--- src/rtl/mii_rx_nibble_driver.sv ---
// mii_rx_nibble_driver: buffers decoded bytes and replays them as MII receive nibbles on a divided clock
module mii_rx_nibble_driver #(
  parameter int CLK_DIV     = 64,
  parameter int FIFO_DEPTH  = 4,
  parameter int START_LEVEL = 2
) (
  input  logic       clk16x,
  input  logic       reset,
  input  logic [7:0] rx_byte,
  input  logic       rx_byte_valid,
  input  logic       rx_packet_end_all,
  output logic       mii_rx_clk,
  output logic [3:0] mii_rxd,
  output logic       mii_rx_dv,
  output logic       mii_rx_er,
  output logic       mii_crs,
  output logic       overflow_flag
);
  localparam int DW = $clog2(CLK_DIV);
  localparam int AW = FIFO_DEPTH > 1 ? $clog2(FIFO_DEPTH) : 1;
  typedef enum logic [1:0] {IDLE, LO_NIB, HI_NIB, END} state_t;
  state_t state, state_nxt;
  logic [DW-1:0] div_cnt, div_nxt;
  logic [7:0] mem [FIFO_DEPTH];
  logic [AW-1:0] wr_ptr, rd_ptr;
  logic [AW:0] level;
  logic [7:0] cur;
  logic [3:0] rxd_nxt;
  logic tick, full, empty, wr, drop, pop, end_pend, err_pend, use_err, idle_end, finish;
  logic dv_nxt, er_nxt;
  assign tick   = div_cnt == DW'(CLK_DIV - 1);
  assign div_nxt = tick ? '0 : div_cnt + 1'b1;
  assign full   = level == (AW+1)'(FIFO_DEPTH);
  assign empty  = level == '0;
  assign wr     = rx_byte_valid && !full;
  assign drop   = rx_byte_valid && full;
  assign finish = tick && (state == END || idle_end);
  // Next state and next nibble; nothing moves except on a tick
  always_comb begin
    state_nxt = state;
    pop = 1'b0;
    use_err = 1'b0;
    idle_end = 1'b0;
    rxd_nxt = mii_rxd;
    dv_nxt = mii_rx_dv;
    er_nxt = mii_rx_er;
    if (tick) begin
      case (state)
        IDLE, HI_NIB: begin
          if ((state == IDLE && (level >= (AW+1)'(START_LEVEL) || (end_pend && !empty))) ||
              (state == HI_NIB && !empty)) begin
            pop = 1'b1;
            use_err = 1'b1;
            state_nxt = LO_NIB;
            rxd_nxt = mem[rd_ptr][3:0];
            dv_nxt = 1'b1;
            er_nxt = err_pend;
          end else if (state == HI_NIB) begin
            state_nxt = END;
            rxd_nxt = 4'h0;
            dv_nxt = !end_pend;
            er_nxt = !end_pend;
          end else begin
            idle_end = end_pend;
          end
        end
        LO_NIB: begin
          use_err = 1'b1;
          state_nxt = HI_NIB;
          rxd_nxt = cur[7:4];
          er_nxt = err_pend;
        end
        default: begin
          state_nxt = IDLE;
          rxd_nxt = 4'h0;
          dv_nxt = 1'b0;
          er_nxt = 1'b0;
        end
      endcase
    end
  end
  // Byte storage has no reset; only the pointers and level define its contents
  always_ff @(posedge clk16x) begin
    if (wr) mem[wr_ptr] <= rx_byte;
  end
  // Clock divider, FIFO bookkeeping, carrier/end/error latches and registered MII outputs
  always_ff @(posedge clk16x) begin
    if (reset) begin
      div_cnt <= '0;
      mii_rx_clk <= 1'b0;
      wr_ptr <= '0;
      rd_ptr <= '0;
      level <= '0;
      cur <= 8'h00;
      state <= IDLE;
      mii_rxd <= 4'h0;
      mii_rx_dv <= 1'b0;
      mii_rx_er <= 1'b0;
      mii_crs <= 1'b0;
      overflow_flag <= 1'b0;
      end_pend <= 1'b0;
      err_pend <= 1'b0;
    end else begin
      div_cnt <= div_nxt;
      mii_rx_clk <= div_nxt >= DW'(CLK_DIV / 2);
      wr_ptr <= wr ? wr_ptr + 1'b1 : wr_ptr;
      rd_ptr <= pop ? rd_ptr + 1'b1 : rd_ptr;
      level <= level + (AW+1)'(wr) - (AW+1)'(pop);
      cur <= pop ? mem[rd_ptr] : cur;
      state <= state_nxt;
      mii_rxd <= rxd_nxt;
      mii_rx_dv <= dv_nxt;
      mii_rx_er <= er_nxt;
      mii_crs <= rx_byte_valid ? 1'b1 : finish ? 1'b0 : mii_crs;
      overflow_flag <= overflow_flag | drop;
      end_pend <= rx_packet_end_all ? 1'b1 : finish ? 1'b0 : end_pend;
      err_pend <= drop ? 1'b1 : use_err ? 1'b0 : err_pend;
    end
  end
endmodule

--- config.mk ---
export PLATFORM = sky130hd
export DESIGN_NAME = mii_rx_nibble_driver
export DESIGN_NICKNAME = d
export VERILOG_FILES = /design/src/rtl/mii_rx_nibble_driver.sv
export SDC_FILE = /design/constraint.sdc
export NUM_CORES = 1
export LEC_CHECK = 0
export ABC_AREA = 0
export CORE_MARGIN = 2
export CORE_UTILIZATION = 25
export DETAILED_ROUTE_END_ITERATION = 10
export PLACE_DENSITY = 0.48
export SKIP_CTS_REPAIR_TIMING = 1
export SYNTH_ARGS = -nofsm -noshare
export SYNTH_HDL_FRONTEND = slang
export SYNTH_SLANG_ARGS = --single-unit
--- constraint.sdc ---
create_clock -name clk16x -period 7 [get_ports clk16x]
set_clock_uncertainty 0.1 [all_clocks]
set_input_delay 2.1 -clock clk16x [delete_from_list [all_inputs] [get_ports clk16x]]
set_output_delay 2.1 -clock clk16x [all_outputs]
set_load 0.005 [all_outputs]
# Word level (Yosys, flattened, before mapping)
# Memory sizes are Yosys's and may differ from the RTL's. A register that Yosys moved wholly into a read port is not among the register bits.
# Index checks and enable logic that the tools add are counted.
# word_totals
ff_bits	34
ramBits	32
inputBits	12
output_inout_bits	9
elab_cells	80
mem_count	1
# memory_table
name	depth	word_bits	read_ports	rd_ports_with_merged_regs	write_ports	line_no	source
mem	4	8	1	1	1	24	logic [7:0] mem [FIFO_DEPTH];
# classes
addsub	5
magnitude_cmp	2
n_eq_ne	6
n_mux	30
bitwise_logic	2
reduce_logical	20
# op_table
op	count
2-to-1 mux 1 bit	18
2-to-1 mux 2 bit	4
2-to-1 mux 4 bit	2
one-hot mux 4 bit (2 select lines)	1
adder 6 x 1 -> 6 bit (second input constant)	1
== test 6 bit (second input constant)	1
>= comparator 6 bit (second input constant)	1
logical AND 1 bit	6
2-to-1 mux 6 bit	1
one-hot mux 1 bit (2 select lines)	3
nonzero test 2 bit	3
adder 2 x 1 -> 2 bit (second input constant)	2
== test 2 bit (second input constant)	2
one-hot mux 2 bit (2 select lines)	1
adder 3 x 1 -> 3 bit	1
== test 3 bit (second input constant)	1
>= comparator 3 x 2 -> 1 bit (second input constant)	1
zero test 1 bit	3
zero test 3 bit	1
logical OR 1 bit	3
!= test 3 bit (second input constant)	1
AND reduction 3 bit	1
subtractor 3 x 1 -> 3 bit	1
== test 2 x 1 -> 1 bit (second input constant)	1
other kinds (5)	5

# Longest topological paths before layout
# logic_depth
ltp_word	13
mapped_depth	13
depth_no_buf	12

# Least setup slack after synthesis
# No wires, ideal clock.
# synth_timing
path_kind	input to register
startpoint	input rx_byte_valid
endpoint	register level[2]
setup_ps	128
arrival_ps	3582
required_time_ps	6772
setup_slack_ps	3191
cell_stages	9
n_path_buf	0
path_cell_list	a21boi_1 inv_1 ha_1 inv_1 ha_1 inv_1 fa_1 xnor2_1 nor2_1
# synth_between
elab_chain_cells	3
# synth_lines
element	line_no	source
start, declared	10	input logic rx_byte_valid,
logical AND 1 bit	35	assign wr = rx_byte_valid && !full;
adder 3 x 1 -> 3 bit	108	level <= level + (AW+1)'(wr) - (AW+1)'(pop);
subtractor 3 x 1 -> 3 bit	108	
end signal, assigned	108	
end, declared	26	logic [AW:0] level;
# Every way passes these cells.
# A chain may end at the register's enable or synchronous reset.

# Worst setup path in the final report
# Ends and elaborated chain as after synthesis.

==> impl_metrics.yaml <==
setup_path:
  r2r_end: "level[2]"
  worst_setup_path_end_kind: "flip-flop"
  rrSetupSlack_ps: 4010
  arrival_ps: 4320
  crit_path_end: "level[2]"
  start_kind: "input port"
  worstReg2RegStart: "div_cnt[0]"
  startpoint: "rx_byte_valid"
  worstPathRequired_ps: 7120
  reg2reg_depth: 11
  critical_path_class: "in -> reg"
  cp_max_fo: 7
finish:
  diodes: 0
  post-route-cell-area_um2: 3230
  syn_to_final_growth_pct: 21.1
  drive_above_1_share_pct: 13.4
  final_nets: 255
timing:
  hold_viol: 0
  setup_viol: 0
  post-route-min-period_ps: 4200
  setup_tns_ps: 0
  fmax_mhz: 238
  relSlewSlack_pct: 56.1
  rsz0062_at_grt: "no"
  timing.hold.ws_ps: 366
  worst_slew_pin_slew_ps: 657
  slew_violations: 0
  fin_crit_sh_pct: 60.1
yosys:
  synth_top_cell_by_area: "edfxtp_1"
  ys_seq_area_share_pct: 60.0
  ys_seq_elements: 64
  synth-async-reset-ratio_pct: 0
  syn_nets: 233
  synth_cell_type_count: 44
  synthTopCellsByCount: "dfxtp_1, edfxtp_1, nor2_1"
  ys.flop_type: "edfxtp_1"
  syn_area_um2: 2670
  yosysWarnings: 0
  synth_area_per_cell_um2: 12.6
  syn_inst: 212
  netlist_top_cells_area: "edfxtp_1, dfxtp_1, mux4_2, ha_1, nor2_1"
  synth_edf_count: 32
  synth_top_area_share_pct: 36.0
floorplan:
  fp.dieArea_um2: 11500
  fp.dieW_um: 107
  core_area_um2: 10300
  initial_core_util_pct: 25.9
  rows: 37
  io_pins: 21
  die_y_um: 107
cts:
  h-tree-depth: 3
  clkSlewWorstSetupHoldPaths_ps: 70
  cts_tree: "yes"
  clockBufferDepth: 2
  numCtsBuffers: 9
  insertion_delay_ps: 340
  root_buffer: "clkbuf_8"
  cts_sinks: 64
place:
  port_buffers: 20
  place.gp.congestion: 0.729
  hpwl_mm: 3.51
  placed_area_um2: 3000
power_and_ir_drop:
  irDropWorstVdd_mv: 0.137
  finalPower_mw: 0.943
  power.density_nw_per_um2: 292
  leakage_nw: 1.07
global_route:
  grt_pass1_wl_mm: 8.56
  gr-usage-all-layers_pct: 9.79
  grt_pass1_vias: 1711
  overflow: 0
  grt_start_max_net_pins: 33
  antenna_found_initial: 0
routing:
  vias: 1693
  detail-route-antenna-nets: 0
  dr.pass1.iters: 4
  drtIter0Drc: 58
  routedWlPerCell_um: 13.7
  drt-total-wl_mm: 5.12
  route.detailed.drc: 0
  routed_via_density: 4.51
run:
  cap_violations: 0
worst_hold_path:
  hold_class: "reg -> reg"
run_status:
  status: "finished, final reports clean"
## per-stage QoR
stage	utilization, %	instances	worst slack (ps)
after floorplan	-	212	3190
after global placement	29.1	359	2460
after detailed placement	29.1	359	2370
after CTS	31.3	375	2740
after global routing	31.3	375	2630
final	31.3	375	2800
## layout make-up
type	instances	area, um2
Tap cell	136	170
Clock inverter	7	103
Sequential cell	64	1600
Clock buffer	9	124
Multi-Input combinational cell	126	976
Inverter	11	41.3
Fill cell	1043	7090
Timing Repair Buffer	22	215
## cell families (layout without fill, tap and decap cells)
| group | Yosys count | count (layout) | share of synthesized area [%] |
|---|---|---|---|
| AOI/OAI and AO/OA | 40 | 40 | 10.5 |
| buffers and inverters | 22 | 49 | 3.42 |
| DFF | 64 | 64 | 60.0 |
| and+or+nand+nor | 62 | 62 | 12.5 |
| muxes | 9 | 9 | 7.13 |
| xor gates and xnor gates | 6 | 6 | 1.97 |
| adders and majority gates | 9 | 9 | 4.50 |
## flip-flops by register name (all words and copies together) (netlist names), named ones only
name,cells
overflow_flag,1
mii_rx_er,1
rd_ptr,2
wr_ptr,2
mii_rxd,4
mii_rx_dv,1
mem,32
cur,4
mii_crs,1
div_cnt,6
err_pend,1
level,3
mii_rx_clk,1
state,2
end_pend,1
## worst max-delay path, cell delays in order
cell and delay [ps]:
clkdlybuf4s50_1 520, a21boi_1 480, inv_1 100, ha_1 310
inv_1 60, ha_1 130, inv_1 50, fa_1 380
xnor2_1 160, nor2_1 50
## report_power, final
part	switching [mW]	leakage (nW)	total (mW)	internal [mW]
clock network	0.154	0.110	0.358	0.204
registers	0.0154	0.553	0.440	0.424
logic	0.0866	0.410	0.145	0.0586
total	0.256	1.07	0.943	0.687
## per-layer routing
metal,vias to the layer above,part of all wire (%),track usage (%)
met2,27,47,15.3
met5,-,0,0
met4,0,1.5,3.53
li1,836,-,-
met3,10,3.9,3.69
met1,820,48,12.3
## how the worst min path moves through the flow
stage | from | slack (ps) | cells after the start | end
after CTS | div_cnt[0] | 380 | 1 | div_cnt[0]
after global routing | div_cnt[0] | 400 | 1 | div_cnt[0]
after detailed placement | div_cnt[0] | 370 | 1 | div_cnt[0]
after floorplan | div_cnt[0] | 330 | 1 | div_cnt[0]
after global placement | div_cnt[0] | 360 | 1 | div_cnt[0]
final | div_cnt[0] | 370 | 1 | div_cnt[0]
## layout by cell type (no fill, tap or decap), drive strengths merged, types with 5 or more instances in the layout
master         instances
nor2                  19
edfxtp                32
nor3                   8
a211oi                 6
inv                   13
clkbuf                 9
nand2                  6
a21oi                 13
nor2b                  5
ha                     8
o31ai                  7
clkdlybuf4s50         20
and2                   5
mux4                   8
dfxtp                 32
(Power assumes the default switching activity.)
